[src/rtl/gate_netlist_eval.sv]
// ============================================================================
// Module      : gate_netlist_eval
// Description : Cycle-level evaluator for genetic-gate mapped netlists
//               (NOT/NOR/DLATCH/DFF/SR) with frame commit of outputs.
// Revision    : 1.0 - initial release
// ============================================================================
`default_nettype none

module gate_netlist_eval #(
    parameter int AW  = 4,
    parameter int NPI = 8,
    parameter int NPO = 8
) (
    input  logic                  C,
    input  logic                  RN,
    input  logic [4+3*AW-1:0]     ins_data,
    input  logic                  ins_valid,
    output logic                  ins_ready,
    input  logic [NPI-1:0]        pi,
    output logic [NPO-1:0]        po,
    output logic                  done,
    output logic [15:0]           frame_cnt,
    output logic                  err
);

    localparam int NNETS = 2 ** AW;
    localparam int IW    = 4 + 3 * AW;
    localparam int PIW   = (NPI > 1) ? $clog2(NPI) : 1;
    localparam int POW   = (NPO > 1) ? $clog2(NPO) : 1;

    localparam logic [3:0] OP_NOP    = 4'd0;
    localparam logic [3:0] OP_NOT    = 4'd1;
    localparam logic [3:0] OP_NOR    = 4'd2;
    localparam logic [3:0] OP_DLATCH = 4'd3;
    localparam logic [3:0] OP_DFF    = 4'd4;
    localparam logic [3:0] OP_SR     = 4'd5;
    localparam logic [3:0] OP_LOAD   = 4'd6;
    localparam logic [3:0] OP_STORE  = 4'd7;
    localparam logic [3:0] OP_END    = 4'd15;

    typedef enum logic [0:0] {
        RUN    = 1'b0,
        COMMIT = 1'b1
    } state_t;

    state_t               state;
    logic [NNETS-1:0]     net;
    logic [NNETS-1:0]     prev;
    logic [NPO-1:0]       po_sh;

    // Instruction field decode
    logic [3:0]           op;
    logic [AW-1:0]        dst;
    logic [AW-1:0]        src_a;
    logic [AW-1:0]        src_b;
    logic [PIW-1:0]       pi_idx;
    logic [POW-1:0]       po_idx;

    assign op     = ins_data[IW-1 -: 4];
    assign dst    = ins_data[3*AW-1 -: AW];
    assign src_a  = ins_data[2*AW-1 -: AW];
    assign src_b  = ins_data[AW-1:0];
    assign pi_idx = PIW'(32'(src_a) % NPI);
    assign po_idx = POW'(32'(dst) % NPO);

    logic                 accept;
    logic                 val_a;
    logic                 val_b;
    logic                 prev_b;

    assign accept = ins_valid && ins_ready;
    assign val_a  = net[src_a];
    assign val_b  = net[src_b];
    assign prev_b = prev[src_b];

    // Per-instruction effect: at most one net write, one shadow write
    logic                 net_we;
    logic                 net_wd;
    logic                 sh_we;
    logic                 end_seen;
    logic                 bad_op;

    always_comb begin
        net_we   = 1'b0;
        net_wd   = 1'b0;
        sh_we    = 1'b0;
        end_seen = 1'b0;
        bad_op   = 1'b0;
        if (accept) begin
            case (op)
                OP_NOP: begin
                end
                OP_NOT: begin
                    net_we = 1'b1;
                    net_wd = ~val_a;
                end
                OP_NOR: begin
                    net_we = 1'b1;
                    net_wd = ~(val_a | val_b);
                end
                OP_DLATCH: begin
                    net_we = val_b;
                    net_wd = val_a;
                end
                OP_DFF: begin
                    // Edge is measured against the snapshot of the last commit,
                    // so every DFF on the same clock net agrees within a frame.
                    net_we = ~prev_b & val_b;
                    net_wd = val_a;
                end
                OP_SR: begin
                    // Reset dominates when both S and R are asserted
                    if (val_b) begin
                        net_we = 1'b1;
                        net_wd = 1'b0;
                    end else if (val_a) begin
                        net_we = 1'b1;
                        net_wd = 1'b1;
                    end
                end
                OP_LOAD: begin
                    net_we = 1'b1;
                    net_wd = pi[pi_idx];
                end
                OP_STORE: begin
                    sh_we = 1'b1;
                end
                OP_END: begin
                    end_seen = 1'b1;
                end
                default: begin
                    bad_op = 1'b1;
                end
            endcase
        end
    end

    always_ff @(posedge C or negedge RN) begin
        if (!RN) begin
            state     <= RUN;
            net       <= '0;
            prev      <= '0;
            po_sh     <= '0;
            po        <= '0;
            frame_cnt <= 16'd0;
            err       <= 1'b0;
            done      <= 1'b0;
            ins_ready <= 1'b1;
        end else begin
            case (state)
                RUN: begin
                    if (net_we) begin
                        net[dst] <= net_wd;
                    end
                    if (sh_we) begin
                        po_sh[po_idx] <= val_a;
                    end
                    if (bad_op) begin
                        err <= 1'b1;
                    end
                    if (end_seen) begin
                        state     <= COMMIT;
                        ins_ready <= 1'b0;
                        done      <= 1'b1;
                    end
                end
                COMMIT: begin
                    po        <= po_sh;
                    prev      <= net;
                    frame_cnt <= frame_cnt + 16'd1;
                    state     <= RUN;
                    ins_ready <= 1'b1;
                    done      <= 1'b0;
                end
                default: begin
                    state     <= RUN;
                    ins_ready <= 1'b1;
                    done      <= 1'b0;
                end
            endcase
        end
    end

endmodule

`default_nettype wire

[config.mk]
export PLATFORM = sky130hd
export DESIGN_NAME = gate_netlist_eval
export DESIGN_NICKNAME = d
export VERILOG_FILES = /design/src/rtl/gate_netlist_eval.sv
export SDC_FILE = /design/constraint.sdc
export NUM_CORES = 1
export LEC_CHECK = 0
export CAP_MARGIN = 20
export CORE_MARGIN = 2
export CORE_UTILIZATION = 54
export DETAILED_ROUTE_END_ITERATION = 7
export HOLD_SLACK_MARGIN = 0.1
export PLACE_DENSITY_LB_ADDON = 0.25
export REMOVE_ABC_BUFFERS = 1
export SKIP_CTS_REPAIR_TIMING = 1
export SYNTH_ARGS = -nofsm -noshare
export SYNTH_HDL_FRONTEND = slang
export SYNTH_SLANG_ARGS = --single-unit
[constraint.sdc]
create_clock -name C -period 2.7 [get_ports C]
set_clock_uncertainty 0.1 [all_clocks]
set_input_delay 0.405 -clock C [delete_from_list [all_inputs] [get_ports C]]
set_output_delay 0.405 -clock C [all_outputs]
set_load 0.02 [all_outputs]
== Yosys cells after proc, flatten, opt, wreduce, memory -nomap -nowiden ==
Cells that the tools add are included.

* Muxes and demuxes: 33
* Multiply operators: 0
* $add $sub $neg: 1
* Divide/modulo/power cells: 0
* $lt $le $gt $ge: 7
* Reduce and logical (&&, ||, !) cells: 10
* Bitwise operators: 6
* Shift-type cells: 0
* Equality and inequality tests: 9

{| class="wikitable"
|+ Operators with widths
! operator !! count
|-
| $mux 1 || 20
|-
| $add 16x1->16 const B || 1
|-
| $bwmux 16 || 1
|-
| $eq 4x3->1 const B || 4
|-
| $lt 4x5->1 const B || 3
|-
| $bmux 1 s4 || 3
|-
| $reduce_or 9->1 || 1
|-
| $bwmux 8 || 1
|-
| $eq 4x2->1 const B || 2
|-
| $lt 3x4->1 const B || 2
|-
| $pmux 1 s2 || 3
|-
| $reduce_and 2->1 || 3
|-
| $pmux 1 s5 || 1
|-
| $demux 1 s4 || 1
|-
| $eq 4x1->1 const B || 1
|-
| $eq 4x4->1 const B || 1
|-
| $ge 4x1->1 const B || 1
|-
| $logic_not 4->1 || 1
|-
| $not 1->1 || 4
|-
| $pmux 1 s4 || 1
|-
| $bmux 1 s3 || 1
|-
| $demux 1 s3 || 1
|-
| $ge 3x1->1 const B || 1
|-
| $logic_and 1x1->1 || 3
|-
| 5 further kinds || 5
|}

* Latch bits: 0
* Memory bits (writable): 0
* Memories: 0
* Register bits after elaboration: 68
* Memory bits (read-only): 0

== Depth between registers and ports, before layout ==
Gate-level depths: netlist of the first run.

* Depth in word-level cells: 7
* Mapped depth: 9
* Gate-level depth less buffers: 6

== Worst setup path before layout of the first run ==
OpenSTA, ideal clock, no wires.

* Path type: input port to flip-flop
* Start: in ins_data[1]
* End: reg net[11]
* Setup time: 79 ps
* Buffers on the path: 2
* Cell stages on the path: 8
* Slack: 84 ps
* Required time: 2521 ps
* Arrival: 2437 ps
* Path through: buf_2 -> mux4_2 -> mux2_2 -> o22ai_1 -> a22oi_1 -> buf_2 -> a2111oi_2 -> mux2i_1

* Longest elaborated chain between the ends: 7
* Elaborated cells on any way between the ends: 16

{| class="wikitable"
|+ RTL lines
! element !! RTL line !! text
|-
| from (decl) || 16 || <nowiki>input logic [4+3*AW-1:0] ins_data,</nowiki>
|-
| $bmux 1 s4, on equally long branches || 73, 74 ||
|-
| $mux 1, on equally long branches || 73, 74 ||
|-
| $or 1x1->1 or $not 1->1 (tied branches) || 99, 108 ||
|-
| $not 1->1 or $and 1x1->1 (tied branches) || 99, 108 ||
|-
| $pmux 1 s5 or $pmux 1 s4 (tied branches) || 90 || <nowiki>case (op)</nowiki>
|-
| $mux 1 || 89 || <nowiki>if (accept) begin</nowiki>
|-
| $bwmux 16 or $reduce_and 2->1 (tied branches) || - ||
|-
| to (signal, indexed assignment) || 153 || <nowiki>net[dst] <= net_wd;</nowiki>
|-
| to (decl) || 47 || <nowiki>logic [NNETS-1:0] net;</nowiki>
|}

Several ways; a longest one is shown, not always the timed one. The select of a mux whose other input is x is not followed.
A chain may end at the register's enable or synchronous reset.

== Final worst setup path of the first run ==
* Start: in ins_data[7]
* End: reg net[11]

* Longest elaborated chain between the ends: 7
* Elaborated cells on any way between the ends: 14

{| class="wikitable"
|+ RTL lines
! element !! RTL line !! text
|-
| $bmux 1 s4 * || 72 || <nowiki>assign val_a = net[src_a];</nowiki>
|-
| $mux 1 (implied by the code) * || 72 ||
|-
| $mux 1 or $or 1x1->1 (tied branches) || 116, 99 ||
|-
| $mux 1 or $not 1->1 (tied branches) || 113, 99 ||
|-
| $pmux 1 s5 or $pmux 1 s4 (tied branches) || 90 ||
|-
| $mux 1 || 89 ||
|-
| $bwmux 16 or $reduce_and 2->1 (tied branches) || - ||
|}

Mark *: on every way between the ends. The rest lies on a longest branch, timed or not. The select of a mux whose other input is x is not followed.

==> results of run 1 <==
[cell usage after synthesis]
cell type / number
xor2_1: 5
nand2_1: 13
o21ai_0: 9
nor4_1: 1
or2_2: 2
or3b_2: 3
dfrtp_1: 67
mux2_2: 26
nand2b_1: 4
a2111oi_2: 6
nor2_1: 13
a21oi_1: 1
mux4_2: 11
nand3_1: 10
o21bai_1: 1
inv_1: 19
nor4_2: 1
buf_6: 2
o31ai_1: 8
buf_4: 2
mux2i_1: 22
buf_2: 4
nand3b_1: 4
o22ai_1: 2
ha_1: 1
dfstp_2: 1
xnor2_1: 10
a22oi_1: 2
a211oi_1: 4
nor4b_1: 1
buf_12: 1
a2111oi_1: 6
nand4_1: 1
nor3_1: 3
mux4_1: 4
or3_1: 3
clkbuf_1: 9
and3_1: 5
mux2_4: 1
o2111ai_1: 1
[flip-flops by register name (all words and copies together), names as in the netlist]
name / cells
done: 1
err: 1
frame_cnt: 16
ins_ready: 1
net: 16
po: 8
po_sh: 8
prev: 16
state: 1
[stage by stage]
step	util	total power (W)
after floorplan	-	0.00170
after global placement	0.675	0.00202
after detailed placement	0.675	0.00205
after CTS	0.706	0.00289
after global routing	0.727	0.00305
final	0.727	0.00290
[per-layer routing]
| metal | track usage | up-vias |
|---|---|---|
| li1 | - | 1201 |
| met1 | 0.317 | 1289 |
| met2 | 0.352 | 81 |
| met3 | 0.0652 | 15 |
| met5 | 0 | - |
| met4 | 0.0866 | 0 |
[where the power goes]
group / internal [W] / leakage (nW) / switching (W)
Sequential: 0.00121 / 0.811 / 0.000134
Clock: 0.000451 / 0.100 / 0.000390
Combinational: 0.000397 / 0.965 / 0.000323
Total: 0.00205 / 1.88 / 0.000847
[critical path, cell delays in order]
cell and delay, ps:
clkdlybuf4s50_1 570, mux4_2 240, mux2i_1 80, mux2_4 280, or3_1 360, buf_6 200
a2111oi_4 390, mux2i_1 250
[logic make-up after synthesis]
family | count (synthesis)
compound gates | 40
xor+xnor | 15
fa+ha+maj | 1
buf+inv | 37
flops | 68
mux | 64
simple gates | 64
[area by class of cell]
type                    count  area, um^2  share of cell area
inverters                  19        71.3              0.0154
clock buffers              12         145              0.0312
well taps                  77        96.3              0.0207
repair buffers             78         762               0.164
multi-input cells         184        1820               0.392
flip-flops and latches     68        1700               0.367
clock inverters             4        48.8              0.0105
[worst min path at each step]
| stage | start | endpoint | slack (ps) | depth (start not counted) |
|---|---|---|---|---|
| floorplan | RN | done | 9 | 0 |
| global placement | RN | prev[8] | 350 | 2 |
| detailed placement | RN | prev[11] | 350 | 2 |
| CTS | RN | prev[11] | -20 | 2 |
| global route | frame_cnt[5] | frame_cnt[5] | 400 | 1 |
| finish | frame_cnt[15] | frame_cnt[15] | 370 | 1 |
==> flow_summary_export.csv, run 1 <==
group,metric,value,unit
run_status,status,"complete, no violations",
clocking,cts.clk_slew.worst_paths,80,ps
placement,placed_cell_area,0.00431,mm^2
route,dr_wl_met2,3.70,mm
route,via_per_inst,5.85,
critical_path,setup.worst_path.start,"ins_data[7]",
sta,worst_slack,80.6,ps
cells_and_area,finalNonFillerCells,442,
route,drt-met1-wl,3.59,mm
placement,dpl.hpwl,5.38,mm
sta,fmax,0.382,GHz
clocking,cts_max_level,3,
critical_path,critical_path_required,2860,ps
yosys,yosys_warnings,0,
clocking,cts_max_path_buffers,2,
critical_path,reg2reg_from,"net[4]",
yosys,syn_area_per_cell,12.4,um^2
yosys,ys_types,40,
yosys,yosysTopAreaCell,"dfrtp_1",
route,first_pass_iters,4,
sta,slew_headroom,0.635,
critical_path,cp-start-kind,"input pin",
route,drtIter0Drc,164,
yosys,synth_seq_area_share,0.475,
cells_and_area,layout_common_cells,"67 x dfrtp_1, 50 x clkdlybuf4s50_1, 26 x mux2_2",
sta,hold_ws,375,ps
cells_and_area,fill_cells,448,
critical_path,r2r_end,"net[11]",
yosys,synth_fa_ha_area_frac,0.00349,
sta,finalCritPeriodShare,0.970,
yosys,synth_area,0.00358,mm^2
die,dieArea,0.00731,mm^2
route,ant_nets,0,
flow_run,drv_cap,0,
cells_and_area,layout_commonest_cell,"dfrtp_1",
die,die_x,85.5,um
die,rows,29,
yosys,synth-simple-area-share,0.0949,
route,route.detailed.drc,0,
placement,place.gp.congestion,0.848,
cells_and_area,fin_nets,388,
yosys,synth_top_family_by_area,"multiplexers",
yosys,synth_mux_area_frac,0.246,
yosys,synthTopCellsByArea,"dfrtp_1 47%, mux2_2 8.2%, mux4_2 6.9%, mux2i_1 6.1%, mux4_1 2.9%",
die,initial_core_util,0.561,
clocking,cts_sinks,68,
yosys,synth_xor_area_frac,0.0366,
clocking,cts_buffers,9,
critical_path,endpoint_kind,"register",
sta,period_minus_slack,2620,ps
die,ios,54,
critical_path,crit_arrival,2780,ps
route,routed-via-count,2586,
critical_path,crit_path_end,"net[11]",
die,die_y,85.5,um
clocking,cts_tree,"yes",
global_routing,grt_pass1_vias,2528,
global_routing,grt_pass1_wl,12.8,mm
sta,worst_pin_slew,547,ps
sta,tns,0,ps
route,highest_layer,"met4",
sta,slew_violations,0,
die,core-area,0.00639,mm^2
global_routing,antenna_found_initial,0,
cells_and_area,area_growth,29.6,%
sta,rsz0062_at_grt,"no",
sta,hold_violations,0,
clocking,cts_root_buf,"clkbuf_8",
global_routing,grt.overflow.total,0,
placement,place.port_buffers,53,
global_routing,grt_max_degree,69,
hold_path,hp-class,"register to register",
cells_and_area,layout-drive-gt1-share,0.268,
route,dr_wl_met3,453,um
cells_and_area,fin_area,0.00465,mm^2
route,totalWireLength,7.93,mm
sta,setup_viol,0,
cells_and_area,diodes,0,
critical_path,worstPathMaxFanout,16,
placement,dpl_worst_slack,-492,ps
yosys,ys_ff_latch,68,
yosys,synth.top_cell.area_share,0.468,
power_and_ir_drop,power_density,625,mW/mm^2
placement,dp.cells,425,
critical_path,r2r_slack,180,ps
route,avgRoutedWirePerCell,17.9,um
power_and_ir_drop,ir_drop,0.377,mV
critical_path,crit_type,"input pin to register",
yosys,synth_compound_area_frac,0.0932,
yosys,netlist_instances,289,
critical_path,reg2reg_depth,6,
global_routing,grt_use_total,0.230,
clocking,clk_latency,340,ps
power_and_ir_drop,power_leakage,1.88,nW
Power figures use the tool's default switching activity.
==> run 2, diff against run 1 <==
- SLEW_MARGIN: unset -> 20
==> results of run 2 <==
No change in the layout: final DEF, timing and power equal those of run 1.
==> run 3, diff against run 2 <==
- PLACE_DENSITY_LB_ADDON: 0.25 -> 0.15
==> run 3 against run 2 <==
  * Non-clock buffer count is the same
  * Worst hold slack gained 4.5 ps
  * Total power grew 5.1%
  * Highest routed layer unchanged
  * Setup slack gained 45 ps
  * Final area shrank 0.70%
  * Clock power grew 20%
  * Largest cell class unchanged
  * Via count shrank 0.81%
  * Final cell count is the same
  * Global-route usage grew 0.27 points
  * Flip-flop and latch count is the same
==> flow_summary_export.csv, run 3 (same netlist as run 1, synthesis figures left out) <==
group,metric,value,unit
sta,worst_pin_slew,653,ps
clocking,cts_sinks,68,
die,ios,54,
critical_path,worstPathMaxFanout,16,
global_routing,grt.overflow.total,0,
clocking,cts_max_level,3,
route,ant_nets,0,
critical_path,critical-path-top-delay-family,"multiplexers",
route,routed-via-count,2565,
sta,worst_slack,126,ps
sta,hold_violations,0,
power_and_ir_drop,switching_share,0.275,
clocking,cts_tree,"yes",
power_and_ir_drop,power_leakage,1.89,nW
sta,fmax,0.388,GHz
placement,place.gp.congestion,0.792,
clocking,cts_max_path_buffers,2,
cells_and_area,fill_cells,445,
power_and_ir_drop,power_density,661,mW/mm^2
global_routing,grt_busiest_layer,"met2",
sta,rsz0062_at_grt,"no",
clocking,cts.clk_slew.worst_paths,80,ps
die,die_x,85.5,um
global_routing,grtUsageMet3,0.0593,
placement,place.port_buffers,53,
sta,slew_headroom,0.565,
global_routing,grt_use_total,0.233,
power_and_ir_drop,p_clk_frac,0.332,
critical_path,timing.critical_path.slowest_stage_cell,"clkdlybuf4s50_1",
critical_path,r2r_slack,200,ps
power_and_ir_drop,p_seq_frac,0.438,
critical_path,crit_type,"input pin to register",
route,totalWireLength,7.75,mm
clocking,clk_latency,350,ps
placement,dpl_worst_slack,-503,ps
power_and_ir_drop,ir_drop,0.638,mV
route,drtIter0Drc,160,
critical_path,reg2reg_depth,7,
critical_path,reg2reg_from,"net[2]",
cells_and_area,layout_common_cells,"67 x dfrtp_1, 50 x clkdlybuf4s50_1, 26 x mux2_2",
die,core-area,0.00639,mm^2
route,avgRoutedWirePerCell,17.5,um
die,dieArea,0.00731,mm^2
critical_path,r2r_end,"net[4]",
power_and_ir_drop,p_comb_frac,0.229,
cells_and_area,fin_nets,388,
route,first_pass_iters,4,
clocking,cts_buffers,9,
global_routing,grt_pass1_wl,12.9,mm
cells_and_area,diodes,0,
cells_and_area,reg_top3,"frame_cnt (16), net (16), prev (16)",
hold_path,hp-class,"register to register",
cells_and_area,fin_area,0.00461,mm^2
critical_path,endpoint_kind,"register",
sta,setup_viol,0,
critical_path,cp_common_cell,"mux2i_1",
critical_path,crit_buf_inv,2,
die,initial_core_util,0.561,
critical_path,crit_arrival,2740,ps
placement,dpl.hpwl,5.46,mm
die,die_y,85.5,um
cells_and_area,layout-drive-gt1-share,0.266,
global_routing,use_met1,0.311,
flow_run,drv_cap,0,
critical_path,crit_chain,"clkdlybuf4s50_1 -> mux4_1 -> mux2i_1 -> mux2_4 -> or3_1 -> buf_4 -> a2111oi_2 -> mux2i_1",
critical_path,worst_path_largest_cell_delay,480,ps
critical_path,cp-start-kind,"input pin",
global_routing,antenna_found_initial,0,
hold_path,holdPathEnd,"err",
cells_and_area,layout_commonest_cell,"dfrtp_1",
hold_path,min_from,"err",
global_routing,grtUsageMet2,0.377,
critical_path,critical_path_required,2870,ps
cells_and_area,final_core_util,0.722,
global_routing,grt_max_degree,43,
route,route.detailed.drc,0,
sta,slew_violations,0,
route,via_per_inst,5.80,
power_and_ir_drop,switching_power,0.000840,W
die,rows,29,
sta,period_minus_slack,2570,ps
sta,finalCritPeriodShare,0.953,
clocking,cts_root_buf,"clkbuf_8",
cells_and_area,area_growth,28.7,%
placement,placed_cell_area,0.00431,mm^2
hold_path,whs_path_depth,1,
run_status,status,"complete, no violations",
global_routing,grt_pass1_vias,2599,
power_and_ir_drop,intPower,0.00221,W
-- run 3: cell count changes in the layout (fill, tap and decap cells not counted), sizes merged --
cell      change
clkinv        -2
inv           +1
bufinv        +2
clkinvlp      +1
clkbuf        -2
-- run 3: worst max-delay path by stage --
stage          cells after the start  endpoint         from
3_3_place_gp                       8    net[4]  ins_data[6]
6_report                           8    net[4]  ins_data[7]
2_1_floorplan                      6    net[0]  ins_data[6]
4_1_cts                            8    net[2]  ins_data[6]
5_1_grt                            8    net[5]  ins_data[7]
3_5_place_dp                       8    net[2]  ins_data[6]
-- run 3: through the flow --
stage               hold slack, ps  std cells  total power (W)  setup TNS, ps
floorplan                     9.41        271          0.00170          -38.7
global placement               364        425          0.00202          -6090
detailed placement             361        425          0.00205          -6950
CTS                          -7.77        441          0.00306          -1250
global route                   418        442          0.00320              0
finish                         379        442          0.00305              0
-- run 3: cell type report --
type / instances / area, um^2 / share of cell area
Clock inverter: 6 / 111 / 0.0241
Sequential cell: 68 / 1700 / 0.369
Multi-Input combinational cell: 184 / 1740 / 0.378
Clock buffer: 10 / 128 / 0.0277
Inverter: 19 / 71.3 / 0.0155
Tap cell: 77 / 96.3 / 0.0209
Timing Repair Buffer: 78 / 762 / 0.165
-- run 3: power by group through the flow --
stage,registers [W],clock network [W],logic [W]
2_1_floorplan,0.00136,0,0.000340
3_3_place_gp,0.00135,0,0.000671
3_5_place_dp,0.00136,0,0.000692
4_1_cts,0.00134,0.00103,0.000698
5_1_grt,0.00136,0.00108,0.000763
6_report,0.00134,0.00101,0.000700
-- run 3: per-layer routing --
layer	routed length, um	vias to the layer above
met1	3460	1254
met5	0	-
met4	168	0
met3	372	15
li1	-	1213
met2	3750	83
